### config.mk
export PLATFORM = sky130hd
export DESIGN_NAME = seg7_stopwatch_display
export DESIGN_NICKNAME = d
export VERILOG_FILES = /design/src/rtl/seg7_stopwatch_display.sv
export SDC_FILE = /design/constraint.sdc
export NUM_CORES = 1
export LEC_CHECK = 0
export BUFFER_PORTS_ARGS = -buffer_cell sky130_fd_sc_hd__buf_2
export CORE_MARGIN = 4
export CORE_UTILIZATION = 30
export DETAILED_ROUTE_END_ITERATION = 10
export GPL_TIMING_DRIVEN = 0
export PLACE_DENSITY = 0.56
export SYNTH_ARGS = -nofsm -noshare
export SYNTH_HDL_FRONTEND = slang
export SYNTH_SLANG_ARGS = --single-unit
### constraint.sdc
create_clock -name clk -period 2.35 [get_ports clk]
set_input_delay 0 -clock clk [delete_from_list [all_inputs] [get_ports clk]]
set_output_delay 0 -clock clk [all_outputs]
set_load 0.05 [all_outputs]
### src/rtl/seg7_stopwatch_display.sv
// seg7_stopwatch_display: converts a binary tenths-of-second count into four
// active-low 7-segment digits. The conversion uses a sequential shift-add-3
// (double-dabble) engine that takes WIDTH+2 cycles, and the display blinks
// while blink_mode is nonzero.
// Optional build macro: SEG7_LEAD_BLANK_EN blanks leading-zero digits in
// dis3..dis1. dis0 always shows its digit.
module seg7_stopwatch_display #(
  parameter int WIDTH      = 14,
  parameter int BLINK_HALF = 25000000
) (
  input  logic             clk,
  input  logic             rst_n,
  input  logic [WIDTH-1:0] number,
  input  logic [1:0]       blink_mode,
  output logic [6:0]       dis0,
  output logic [6:0]       dis1,
  output logic [6:0]       dis2,
  output logic [6:0]       dis3,
  output logic             upd
);

  localparam int SCW = $clog2(WIDTH + 1);
  localparam int BCW = (BLINK_HALF > 1) ? $clog2(BLINK_HALF) : 1;
  localparam logic [6:0] SEG_BLANK = 7'b1111111;
  localparam logic [6:0] SEG_DASH  = 7'b1111110;

  typedef enum logic [1:0] {IDLE, SHIFT, LOAD} state_t;

  state_t           state_reg;
  logic [WIDTH-1:0] shreg_reg;
  logic [15:0]      bcd_reg;
  logic [SCW-1:0]   step_reg;
  logic             oor_reg;
  logic             upd_reg;
  logic [6:0]       hold_reg [4];
  logic [6:0]       dis_reg  [4];
  logic [BCW-1:0]   blink_cnt_reg;
  logic [BCW-1:0]   blink_cnt_next;
  logic             blank_phase_reg;
  logic             blank_phase_next;

  logic [15:0]         bcd_adj;
  logic [WIDTH+15:0]   shift_next;
  logic [3:0]          digit    [4];
  logic [6:0]          new_code [4];
  logic [3:0]          lead_zero;

  // Segment lookup for one BCD digit (active-low, codes as listed for the board)
  function automatic logic [6:0] seg_code(input logic [3:0] d);
    case (d)
      4'd0:    seg_code = 7'b0000001;
      4'd1:    seg_code = 7'b1001111;
      4'd2:    seg_code = 7'b0010010;
      4'd3:    seg_code = 7'b0000110;
      4'd4:    seg_code = 7'b1001100;
      4'd5:    seg_code = 7'b0100100;
      4'd6:    seg_code = 7'b0100000;
      4'd7:    seg_code = 7'b0001111;
      4'd8:    seg_code = 7'b0000000;
      4'd9:    seg_code = 7'b0000100;
      default: seg_code = SEG_DASH;
    endcase
  endfunction

  // Per-digit add-3 correction and segment encoding of the finished BCD value
  generate
    for (genvar gi = 0; gi < 4; gi++) begin : g_digit
      assign bcd_adj[4*gi +: 4] = (bcd_reg[4*gi +: 4] >= 4'd5) ?
                                  bcd_reg[4*gi +: 4] + 4'd3 : bcd_reg[4*gi +: 4];
      assign digit[gi]    = bcd_reg[4*gi +: 4];
      assign new_code[gi] = oor_reg       ? SEG_DASH  :
                            lead_zero[gi] ? SEG_BLANK : seg_code(digit[gi]);
    end
  endgenerate

  assign shift_next = {bcd_adj, shreg_reg} << 1;

  // Leading-zero mask: scan from the thousands digit down, never the units
  always_comb begin
    lead_zero = 4'b0000;
`ifdef SEG7_LEAD_BLANK_EN
    lead_zero[3] = (digit[3] == 4'd0);
    lead_zero[2] = lead_zero[3] && (digit[2] == 4'd0);
    lead_zero[1] = lead_zero[2] && (digit[1] == 4'd0);
`endif
  end

  // Blink timer next state: held at zero and visible while steady
  always_comb begin
    blink_cnt_next   = '0;
    blank_phase_next = 1'b0;
    if (blink_mode != 2'd0) begin
      if (blink_cnt_reg == BCW'(BLINK_HALF - 1)) begin
        blink_cnt_next   = '0;
        blank_phase_next = ~blank_phase_reg;
      end else begin
        blink_cnt_next   = blink_cnt_reg + 1'b1;
        blank_phase_next = blank_phase_reg;
      end
    end
  end

  // Conversion FSM: capture, WIDTH shift-add-3 steps, then load the digits
  always_ff @(posedge clk) begin
    if (!rst_n) begin
      state_reg <= IDLE;
      shreg_reg <= '0;
      bcd_reg   <= '0;
      step_reg  <= '0;
      oor_reg   <= 1'b0;
      upd_reg   <= 1'b0;
      for (int i = 0; i < 4; i++) hold_reg[i] <= SEG_BLANK;
    end else begin
      upd_reg <= 1'b0;
      case (state_reg)
        IDLE: begin
          shreg_reg <= number;
          bcd_reg   <= '0;
          step_reg  <= '0;
          oor_reg   <= (32'(number) > 32'd9999);
          state_reg <= SHIFT;
        end
        SHIFT: begin
          {bcd_reg, shreg_reg} <= shift_next;
          step_reg <= step_reg + 1'b1;
          if (step_reg == SCW'(WIDTH - 1)) state_reg <= LOAD;
        end
        LOAD: begin
          for (int i = 0; i < 4; i++) hold_reg[i] <= new_code[i];
          upd_reg   <= 1'b1;
          state_reg <= IDLE;
        end
        default: state_reg <= IDLE;
      endcase
    end
  end

  // Blink counter and phase registers
  always_ff @(posedge clk) begin
    if (!rst_n) begin
      blink_cnt_reg   <= '0;
      blank_phase_reg <= 1'b0;
    end else begin
      blink_cnt_reg   <= blink_cnt_next;
      blank_phase_reg <= blank_phase_next;
    end
  end

  // Registered digit outputs: fresh result on LOAD, blanked in the dark phase
  always_ff @(posedge clk) begin
    if (!rst_n) begin
      for (int i = 0; i < 4; i++) dis_reg[i] <= SEG_BLANK;
    end else begin
      for (int i = 0; i < 4; i++) begin
        if (blank_phase_next)
          dis_reg[i] <= SEG_BLANK;
        else if (state_reg == LOAD)
          dis_reg[i] <= new_code[i];
        else
          dis_reg[i] <= hold_reg[i];
      end
    end
  end

  assign dis0 = dis_reg[0];
  assign dis1 = dis_reg[1];
  assign dis2 = dis_reg[2];
  assign dis3 = dis_reg[3];
  assign upd  = upd_reg;

endmodule
Yosys cells after proc, flatten, opt, wreduce, memory -nomap -nowiden. Memories as Yosys holds them, arrays and structs flattened. A register that Yosys moved wholly into a read port is not among the register bits. Cells that the tools add are included.

Bits in read-only memories: 448. Memory bits (writable): 56. Memories kept: 6. Word-level logic and storage cells: 106. Register bits: 64.

Bitwise operators: 19. Equal/unequal tests: 5. Add/sub/neg operators: 6. Mux-type cells: 53. Magnitude comparators: 5. Reduce and logical (&&, ||, !) cells: 4.

Memories: (name not given) (depth 16, width 7, read ports 1, clocked after Yosys merged registers in 1, write ports 0, line 50) `case (d)`; (name not given) (depth 16, width 7, read ports 1, clocked after Yosys merged registers in 1, write ports 0, line 50); (name not given) (depth 16, width 7, read ports 1, clocked after Yosys merged registers in 1, write ports 0, line 50); (name not given) (depth 16, width 7, read ports 1, clocked after Yosys merged registers in 1, write ports 0, line 50); dis_reg (depth 4, width 7, read ports 4, clocked after Yosys merged registers in 0, write ports 4, line 36) `logic [6:0] dis_reg [4];`; hold_reg (depth 4, width 7, read ports 4, clocked after Yosys merged registers in 0, write ports 4, line 35) `logic [6:0] hold_reg [4];`.

Operators by type and width (number): $mux 7 (20); $mux 4 (11); $pmux 16 s2 (1); $pmux 14 s2 (1); $add 25x1->25 const B (1); $eq 25x25->1 const B (1); $ge 4x3->1 const B (4); $mux 1 (16); $or 1x1->1 (16); $gt 14x14->1 const B (1); $add 4x2->4 const B (3); $pmux 4 s2 (1); $add 4x1->4 const B (1); $eq 4x4->1 const B (1); $pmux 2 s2 (1); $reduce_bool 2->1 (2); $add 3x2->3 const B (1); $mux 3 (1); $not 1->1 (3); $reduce_or 3->1 (1); $eq 2x1->1 const B (1); $eq 2x2->1 const B (1); $logic_not 2->1 (1); $mux 2 (1); $ne 2x2->1 const B (1).

Longest topological paths before layout.
Word-level depth: 9. Gate-level depth with buffers: 11. Mapped depth without buffers: 11.

Worst setup path before layout. OpenSTA, ideal clock, no wires.

Path kind: reg-to-reg. From: register state_reg[1]. To: memory hold_reg[0][0] (enable). Path buffers: 4. Path slack: -114 ps. Library setup time: 401 ps. Data arrival time: 2063 ps. Stages on the path, launching flop included: 7. Cells stage by stage: dfxtp_1 > buf_2 > inv_1 > clkbuf_1 > o21ai_0 > clkbuf_1 > clkbuf_1.

RTL lines: start, declared (line 29) `state_t state_reg;`; start signal, assigned (line 106) `state_reg <= IDLE;`; start signal, assigned (line 121) `state_reg <= SHIFT;`; start signal, assigned (line 126) `if (step_reg == SCW'(WIDTH - 1)) state_reg <= LOAD;`; end, declared (line 35).

==> results.toml <==
[run]
max_cap_violations = 0

[synthesis]
yosysTopAreaCell = "dfxtp_1"
synth_edf_count = 56
avgSynthCellArea_um2 = 9.69
ys_async_sr_fraction_pct = 0
yosys.area_share.simple_pct = 19.5
synth_ff_type = "dfxtp_1"
synth_most_common_cell = "dfxtp_1"
synth.area.top_cells = "dfxtp_1, edfxtp_1, ha_1"
synthXorXnorAreaFrac_pct = 2.26
synth_compound_area_share_pct = 14.7
synth_top_family_by_area = "simple AND/OR/NAND/NOR gates"
synthAdderAreaFrac_pct = 5.75
synth_warnings = 0
synth_cell_types = 68
seq_area_frac_synth_pct = 50.6
synth-seq-cells = 148
synth_mux_area_share_pct = 2.44
syn_area_um2 = 6970
yosys.area.top_type_share_pct = 26.4
netlist_instances = 719
synth_common_cells = "dfxtp_1, nor2_1, nand2_1"

[worst_setup_path]
critPathArrivalTime_ns = 2.59
rrSetupSlack_ns = 0.05
critPathKind = "reg2reg"
cp.required_ns = 2.65
path_max_fanout = 6
r2r.worst_path.cells = 11
start_kind = "flop"
cp-end-kind = "flop"
r2r_start = "bcd_reg[1]"

[grt]
grt_antenna_before_repair = 0
grt_overflow_total = 0
grt_pass1_vias = 5136
grt_use_total_pct = 12.1
grt_pass1_wl_mm = 25.6
grt_max_degree = 38

[route]
drcViolationCount = 0
avgViaCountPerCell = 4.71
dr.pass1.iters = 7
ant_nets = 0
post_drt_wl_per_cell_um = 13.3
vias = 5482
routed_wirelength_mm = 15.4
drt_iter0_drc = 273

[layout]
final_cells = 1163
multiInputGateArea_um2 = 3460
fill_cells = 2275
post-route-util_pct = 38.8
final_layout_size_suffix_gt1_share_pct = 19.9
area_growth_pct = 26.9
diodes = 0
regArea_um2 = 3530
num-nets-final = 887
final_cell_area_um2 = 8850

[floorplanning]
start_util_pct = 30.6
core_area_um2 = 22800
io_pins = 47
die_area_um2 = 25700
core.rowCount = 55
fp.dieW_um = 160
die_y_um = 160

[place]
placed_area_um2 = 7690
portBuffers = 45
dp_hpwl_mm = 10.5
gp_congestion = 0.831
dp_cells = 1104
dp_worst_setup_slack_ns = -0.411

[clock_tree]
cts_max_path_buffers = 2
root_buffer = "clkbuf_16"
cts_tree = "built"
clock_latency_ns = 0.43
clock-sinks = 148
htreeDepth = 4
numCtsBuffers = 17
path_clk_slew_ns = 0.06

[hold_path]
whs_path_depth = 4
holdCritStartpoint = "blink_mode[0]"
hold_path.class = "in2reg"
whs_endpoint = "dis_reg[0][0]"

[timing]
maxSlewViolCount = 0
fin_skew_ns = 0.0154
period_share_pct = 97.7
rsz0062_at_grt = "yes"
hold_viol = 0
max-slew-margin-rel_pct = 41.2
hold_slack_ns = 0.0939
layout_min_cycle_time_ns = 2.30
worst_slack_ns = 0.0546
setup_violations = 0
fmax_mhz = 436
worst_slew_pin_slew_ns = 0.883

[power]
leakage_nw = 3.17
peakVddDrop_mv = 0.401
p_per_area_nw_per_um2 = 662

[outcome]
status = "finished, final reports clean"
[worst max-delay path, cell delays in order (launching register included)]
cell and delay, ns:
dfxtp_4 0.38, inv_4 0.05, ha_4 0.15, nand2b_4 0.16, a21o_1 0.21, xnor2_1 0.16, a22o_1 0.20, nand2_2 0.13
ha_4 0.22, inv_1 0.06, o32ai_2 0.08, a311o_1 0.38
[kinds of logic (layout without fill, tap and decap cells)]
kind of cell | Yosys count | after routing
xor+xnor | 18 | 18
buf+inv | 80 | 184
compound gates | 161 | 161
fa+ha+maj | 32 | 32
simple gates | 262 | 262
flops | 148 | 148
other cells | 1 | 28
mux | 17 | 17
[what timing repair did]
item,CTS,global route
hold buffers,14,0
pin swaps,6,16
endpoints found under the setup margin,60,69
endpoints found under the hold margin,15,0
resized for setup,28,53
buffers inserted,7,6
[final cells by class]
class	count	area share, %
plain buffers	39	2.35
clock buffers	17	4.81
clock inverters	15	2.38
inverters	41	1.80
multi-input cells	518	39.1
flip-flops and latches	148	40.0
well taps	313	4.43
repair buffers	72	5.23
[worst max-delay path by stage]
stage                             from             to  slack (ns)  cells past startpoint
after floorplan             bcd_reg[5]           flop        0.08                     10
after global placement    state_reg[1]  dis_reg[3][1]       -0.37                      8
after detailed placement  state_reg[1]  dis_reg[3][1]       -0.41                      8
after CTS                 state_reg[0]           flop       0.006                     11
after global routing        bcd_reg[1]           flop       -0.09                     11
final                       bcd_reg[1]           flop        0.05                     11
[per-layer routing]
metal | track usage [%] | wire length [µm] | up-vias
met5 | 0 | 0 | -
met4 | 4.46 | 195 | 0
li1 | - | - | 2816
met2 | 19.1 | 6940 | 133
met1 | 16.2 | 7620 | 2519
met3 | 2.69 | 670 | 14
[report_power, final]
| part | internal (W) | switching [W] | leakage [nW] | total [W] |
|---|---|---|---|---|
| Combinational | 0.0000901 | 0.000146 | 1.73 | 0.000236 |
| Sequential | 0.00268 | 0.0000171 | 1.13 | 0.00269 |
| Clock | 0.00173 | 0.00121 | 0.306 | 0.00293 |
[cell usage in the layout, fill, tap and decap left out, types with 28 or more instances in the layout]
cell	netlist	layout
nand2_1	62	59
dfxtp_1	92	87
a21oi_1	43	42
or3_1	33	33
nor2_1	64	64
o21ai_0	55	51
edfxtp_1	56	56
conb_1	1	28
buf_2	10	54
inv_1	41	33
[per-stage QoR]
step	total power, W	setup TNS (ns)
2_1_floorplan	0.00288	0
3_3_place_gp	0.00295	-16.50
3_5_place_dp	0.00295	-17.79
4_1_cts	0.00592	0
5_1_grt	0.00607	-0.228
6_report	0.00586	0
Note: power is estimated with default switching activity, not from simulation.
